`config.mk`:
```
export PLATFORM = sky130hd
export DESIGN_NAME = ps2_host_tx
export DESIGN_NICKNAME = d
export VERILOG_FILES = /design/src/rtl/ps2_pkg.sv /design/src/rtl/ps2_line_sync.sv /design/src/rtl/ps2_host_tx.sv
export SDC_FILE = /design/constraint.sdc
export NUM_CORES = 1
export LEC_CHECK = 0
export ABC_AREA = 1
export CAP_MARGIN = 20
export CORE_ASPECT_RATIO = 0.9
export CORE_MARGIN = 2
export CORE_UTILIZATION = 35
export CTS_CLUSTER_DIAMETER = 60
export DETAILED_ROUTE_END_ITERATION = 16
export PLACE_DENSITY = 0.58
export SLEW_MARGIN = 40
export SYNTH_ARGS = -nofsm -noshare
export SYNTH_HDL_FRONTEND = slang
export SYNTH_SLANG_ARGS = --single-unit
```
`constraint.sdc`:
```
create_clock -name i_cpu_clk -period 1.6 [get_ports i_cpu_clk]
set_input_delay 0.24 -clock i_cpu_clk [delete_from_list [all_inputs] [get_ports i_cpu_clk]]
set_output_delay 0.24 -clock i_cpu_clk [all_outputs]
set_load 0.02 [all_outputs]
```
`src/rtl/ps2_pkg.sv`:
```
// ps2_pkg: shared PS/2 state encoding, command constants and helpers
// Used by ps2_host_tx (and any PS/2 receiver built alongside it).
package ps2_pkg;
  typedef enum logic [2:0] {IDLE, INHIBIT, REQ, DATA, PARITY, ACK, WAIT_IDLE} ps2_state_e;
  localparam logic [7:0] CMD_SET_LED = 8'hED;
  localparam logic [7:0] CMD_ENABLE  = 8'hF4;
  localparam logic [7:0] CMD_RESET   = 8'hFF;
  localparam logic [7:0] RSP_ACK     = 8'hFA;
  function automatic int max2(input int a, input int b);
    return (a > b) ? a : b;
  endfunction
endpackage

```
`src/rtl/ps2_line_sync.sv`:
```
// ps2_line_sync: 2-FF synchronizer plus falling-edge detect for one PS/2 line
// Ports: i_cpu_clk/i_rstn_sync_cpu clock and async active-low reset,
//        line raw async input, sync synchronized level, fe one-cycle falling-edge pulse.
module ps2_line_sync (
  input  logic i_cpu_clk,
  input  logic i_rstn_sync_cpu,
  input  logic line,
  output logic sync,
  output logic fe
);
  // sh[1:0] is the synchronizer, sh[2] the previous synced level; idle bus is high
  logic [2:0] sh;
  always_ff @(posedge i_cpu_clk or negedge i_rstn_sync_cpu)
    if (!i_rstn_sync_cpu) sh <= '1;
    else sh <= {sh[1:0], line};
  assign sync = sh[1];
  assign fe   = sh[2] & ~sh[1];
endmodule

```
`src/rtl/ps2_host_tx.sv`:
```
// ps2_host_tx: PS/2 host-to-device command byte transmitter
// Ports: i_cpu_clk/i_rstn_sync_cpu clock and async active-low reset;
//        i_ps2_clk/i_ps2_data raw bus lines; i_tx_valid/i_tx_byte/o_tx_ready byte handshake;
//        o_ps2_txclk/o_ps2_txdata open-drain values (0) with enables o_ps2_txclk_e/o_ps2_txdata_e;
//        o_done end-of-frame pulse, o_ack_ok device ACK result, o_timeout abort pulse.
module ps2_host_tx
  import ps2_pkg::*;
#(
  parameter int INHIBIT_CYCLES = 180,
  parameter int TIMEOUT_CYCLES = 27000
) (
  input  logic       i_cpu_clk,
  input  logic       i_rstn_sync_cpu,
  input  logic       i_ps2_clk,
  input  logic       i_ps2_data,
  input  logic       i_tx_valid,
  input  logic [7:0] i_tx_byte,
  output logic       o_tx_ready,
  output logic       o_ps2_txclk,
  output logic       o_ps2_txdata,
  output logic       o_ps2_txclk_e,
  output logic       o_ps2_txdata_e,
  output logic       o_done,
  output logic       o_ack_ok,
  output logic       o_timeout
);
  localparam int W = $clog2(max2(INHIBIT_CYCLES, TIMEOUT_CYCLES) + 1);
  localparam logic [W-1:0] INH_LAST = W'(INHIBIT_CYCLES - 1);
  localparam logic [W-1:0] TMO_LAST = W'(TIMEOUT_CYCLES - 1);

  ps2_state_e state, state_n;
  logic [W-1:0] cnt, cnt_n, cnt_inc;
  logic [3:0] idx, idx_n;
  logic [7:0] sh, sh_n;
  logic par, par_n, clk_e_n, data_e_n, done_n, tout_n, ack_n;
  logic clk_s, clk_fe, data_s, data_fe_unused;
  logic accept, timed, fin, tmo;

  ps2_line_sync u_clk_sync (
    .i_cpu_clk      (i_cpu_clk),
    .i_rstn_sync_cpu(i_rstn_sync_cpu),
    .line           (i_ps2_clk),
    .sync           (clk_s),
    .fe             (clk_fe)
  );

  ps2_line_sync u_data_sync (
    .i_cpu_clk      (i_cpu_clk),
    .i_rstn_sync_cpu(i_rstn_sync_cpu),
    .line           (i_ps2_data),
    .sync           (data_s),
    .fe             (data_fe_unused)
  );

  assign o_ps2_txclk  = 1'b0;
  assign o_ps2_txdata = 1'b0;
  // ready is held off during the o_done cycle so a new accept lands one cycle after it
  assign o_tx_ready = (state == IDLE) && !o_done;
  assign accept     = i_tx_valid && o_tx_ready;
  assign timed      = state inside {DATA, PARITY, ACK, WAIT_IDLE};
  assign fin        = (state == WAIT_IDLE) && clk_s && data_s;
  // a device clock edge restarts the count, so it can never coincide with a timeout
  assign tmo        = timed && !fin && !clk_fe && (cnt == TMO_LAST);
  assign cnt_inc    = (&cnt) ? cnt : cnt + W'(1);

  always_ff @(posedge i_cpu_clk or negedge i_rstn_sync_cpu)
    if (!i_rstn_sync_cpu) begin
      state          <= IDLE;
      cnt            <= '0;
      idx            <= '0;
      sh             <= '0;
      par            <= 1'b0;
      o_ps2_txclk_e  <= 1'b0;
      o_ps2_txdata_e <= 1'b0;
      o_done         <= 1'b0;
      o_timeout      <= 1'b0;
      o_ack_ok       <= 1'b0;
    end else begin
      state          <= state_n;
      cnt            <= cnt_n;
      idx            <= idx_n;
      sh             <= sh_n;
      par            <= par_n;
      o_ps2_txclk_e  <= clk_e_n;
      o_ps2_txdata_e <= data_e_n;
      o_done         <= done_n;
      o_timeout      <= tout_n;
      o_ack_ok       <= ack_n;
    end

  always_comb begin
    state_n = state;
    case (state)
      IDLE:      state_n = accept ? INHIBIT : IDLE;
      INHIBIT:   state_n = (cnt == INH_LAST) ? REQ : INHIBIT;
      REQ:       state_n = DATA;
      DATA:      state_n = tmo ? IDLE : (clk_fe && idx == 4'd8) ? PARITY : DATA;
      PARITY:    state_n = tmo ? IDLE : clk_fe ? ACK : PARITY;
      ACK:       state_n = tmo ? IDLE : clk_fe ? WAIT_IDLE : ACK;
      WAIT_IDLE: state_n = (fin || tmo) ? IDLE : WAIT_IDLE;
      default:   state_n = IDLE;
    endcase
  end

  // next values for the registered line enables and the datapath
  always_comb begin
    clk_e_n  = accept || (state == INHIBIT);
    data_e_n = (state == IDLE || tmo) ? 1'b0 :
               (state == INHIBIT) ? (cnt == INH_LAST) :
               (state == DATA && clk_fe) ? (idx[3] ? ~par : ~sh[idx[2:0]]) :
               (state == PARITY && clk_fe) ? 1'b0 : o_ps2_txdata_e;
    cnt_n    = (state == INHIBIT || (timed && !clk_fe)) ? cnt_inc : '0;
    idx_n    = (state == REQ) ? 4'd0 : (state == DATA && clk_fe && !idx[3]) ? idx + 4'd1 : idx;
    sh_n     = accept ? i_tx_byte : sh;
    par_n    = accept ? ~^i_tx_byte : par;
    ack_n    = (accept || tmo) ? 1'b0 : (state == ACK && clk_fe) ? ~data_s : o_ack_ok;
    done_n   = fin || tmo;
    tout_n   = tmo;
  end
endmodule

```
==> metrics.txt <==
outcome=completed; fraction of the yosys area taken by sequential cells=44.5%; P&R area growth vs syn=17.7%; internal power=0.00144 W; switching component of the power=between 0.0004 and 0.0005 W; cell chain of the critical path=clkdlybuf4s50_1; power density over cell area=684 mW/mm^2; period utilisation layout=97.4%; initial antenna violation count=0; max-cap check violation count=0; clk slew on worst S/H paths=around 0.08 ns; Port Buffers=18; transition at the pin with the smallest max-transition slack=slightly above 0.5 ns; die outline width=roughly 90 um; final core utilization=42.1%; Most used DFF post-synth=dfrtp_1; Clk network pwr share=about two fifths; Synth top area share=38.9%; Max-slew headroom=65.6%; CTS root buf=clkbuf_8; placeable core area=approximately 0.0065 mm^2; Initial Util=around 36%; start-to-end type of the worst setup path=register to primary output; H-tree depth=2; sequential power share=between 50% and 60%; cell with the largest stage delay on the worst path=clkdlybuf4s50_1; Fin. Hold Viols=0; CTS tree=yes; number of clock buffers inserted by TritonCTS=5; buffering stage count on the worst path with inverters included=1; number of detailed-routing iterations run before antenna repair=4; maximum clock insertion buffer count=2; die footprint=roughly 0.0073 mm^2; largest voltage drop on the vdd net=roughly 350 uV; share of layout cells above drive strength 1=about 17%; synthesis-stage register bit count=around 40; skew final=0.00749 ns; Worst Path Arrival=between 1 and 1.5 ns; Layout Nets=approximately 340; Syn. warnings=0; FF-to-FF setup slack=0.08 ns; maximum clock rate=0.642 GHz; Sw Share=roughly 23%; total leakage power=around 1.3 nW; number of global-route vias before repair=around 1700; cell row count=28; Critical R2R Capture=state[0]; routed wire length per instance=between 10 and 15 um; number of distinct library cell variants in the gate-level netlist after synthesis=36; Setup crit end kind=primary output; number of setup buffers added after CTS=0; cell type with the highest aggregate area in the netlist=dfrtp_1; count of mapped cells out of synthesis=about 290; number of max-slew violations in the final report=0; vertical die dimension=just over 80 um; top cells by area in the synthesized netlist=dfrtp_1 39%, nand2_1 12%, nand3_1 6.5%; total routing resource utilization after global routing=roughly 14%; post-detailed-route DRC marker count=0; clock period minus final worst setup slack=~1.6 ns; violation count after the first detailed-route iteration=approximately 120; final count of negative-setup-slack endpoints=0; drt total wl=approximately 4900 um; vias per cell=4.53; Antenna Cells=0; Max FO, Critical Path=2; HPWL Detailed=between 3000 and 4000 um; required arrival time at the worst endpoint=1.36 ns; average instance area after synthesis=around 8 um^2; fraction of power consumed by combinational cells=5.2%; I/O pin cnt=21; number of cells on the worst reg-to-reg path=7; maximum number of pins on one net before global-route repair=42; global-route wire length before repair=about 8000 um; number of clock sinks=a little over 40; hold-fix buffers at CTS=0; dominant cell by count in the synthesized netlist=nand2_1; RePlAce Congestion=around 0.87; type of the tightest min-delay check=input pin to asynchronous set/reset pin; startpoint of the worst register-to-register path=idx[1]; CP peak stage delay=roughly 0.63 ns; clock latency at the later pin of the worst-skew pair=0.29 ns; Worst setup SP type=register; category of cells accounting for the largest share of critical-path delay=buffers and inverters; netlist area before placement=approximately 0.0023 mm^2; Remaining Overflow, GRT=0; total number of vias=~1900; Synth async-reset ratio=100%; EDFF count, synth=0; antenna viol nets, final=0; filler cell count=roughly 650; setup TNS after final layout=0 ns; most frequent cells after synthesis=75 x nand2_1, 38 x inv_1, 36 x dfrtp_1
## routing by layer
metal | vias to the layer above | wire (um) | track usage (%) | share of wire (%)
met1 | 850 | 2480 | 18.7 | 51
met5 | - | 0 | 0 | 0
met4 | 0 | 94 | 5.85 | 1.9
li1 | 984 | - | - | -
met2 | 30 | 2160 | 21.5 | 44
met3 | 8 | 136 | 2.50 | 2.8
## through the flow
| stage | cell area (um^2) | setup slack, ns | hold WS, ns | std cells | total power [W] |
|---|---|---|---|---|---|
| floorplan | 2320 | 0.280 | -0.0556 | 294 | 0.00111 |
| global placement | 2630 | 0.0928 | 0.345 | 405 | 0.00117 |
| detailed placement | 2630 | 0.0690 | 0.341 | 405 | 0.00117 |
| CTS | 2720 | 0.00881 | 0.0185 | 413 | 0.00190 |
| global route | 2730 | -0.0354 | 0.0402 | 413 | 0.00195 |
| finish | 2730 | 0.0413 | 0.00398 | 413 | 0.00187 |
## power groups by stage
stage / clock [W] / sequential, W / combinational (W)
2_1_floorplan: 0 / 0.00107 / 0.0000425
3_3_place_gp: 0 / 0.00107 / 0.0000996
3_5_place_dp: 0 / 0.00107 / 0.0000998
4_1_cts: 0.000744 / 0.00105 / 0.000100
5_1_grt: 0.000787 / 0.00105 / 0.000109
6_report: 0.000718 / 0.00105 / 0.0000978
## final cells by class
type                       instances  area (um^2)  area share (%)
clock buffer                       6         82.6            3.03
clock inverter                     2         13.8           0.504
inverter                          43          165            6.05
multi-input combinational        205         1090            40.0
sequential                        41         1030            37.8
tap                               90          113            4.13
timing repair buffer              26          230            8.44
## logic make-up after synthesis
family	Yosys count	share of synthesized area [%]
other	1	0.162
adder cells (fa/ha/maj)	3	1.62
XOR/XNOR	12	4.53
AND/OR/NAND/NOR	155	31.8
buffers and inverters	48	8.96
AO/OA/AOI/OAI	33	8.36
flip-flops	41	44.5
## timing repair
action	CTS	global route
resized for setup	1	5
setup endpoints to repair	1	4
pin swaps	0	1
cloned	0	0
## sequential cells by signal, indices dropped and copies added, names as in the netlist
| signal | cells |
|---|---|
| par | 1 |
| state | 3 |
| u_data_sync.sh | 2 |
| o_ps2_txdata_e | 1 |
| o_done | 1 |
| o_ack_ok | 1 |
| o_timeout | 1 |
| idx | 4 |
| cnt | 15 |
| u_clk_sync.sh | 3 |
| sh | 8 |
| o_ps2_txclk_e | 1 |
## worst max-delay path by stage
| stage | from | to | slack [ns] | depth (start not counted) |
|---|---|---|---|---|
| after global routing | idx[0] | state[0] | -0.04 | 7 |
| after CTS | state[0] | o_tx_ready | 0.009 | 4 |
| after floorplan | idx[0] | state[0] | 0.28 | 7 |
| after detailed placement | state[0] | o_tx_ready | 0.07 | 4 |
| after global placement | state[0] | o_tx_ready | 0.09 | 4 |
| final | o_done | o_done | 0.04 | 1 |
## layout by cell type (no fill, tap or decap), types with 2 or more instances in the layout
master,Yosys,layout
a21oi_1,7,7
clkdlybuf4s50_1,0,16
nand4_1,5,5
nor3_1,3,3
clkinv_2,1,2
ha_1,3,3
conb_1,1,2
nand2_1,75,73
inv_1,38,38
xor2_1,5,5
buf_4,2,8
dfstp_2,5,5
nand2_2,4,6
nor2_2,3,3
dfrtp_1,36,36
nor3_2,2,2
clkbuf_8,0,6
o21ai_0,12,12
xnor2_1,7,7
nand3_1,30,29
inv_2,3,3
o21ai_1,7,7
nor2_1,22,22
a21boi_0,2,2
nor2_4,2,2
nand3_2,5,6
Note: power is estimated with default switching activity, not from simulation.
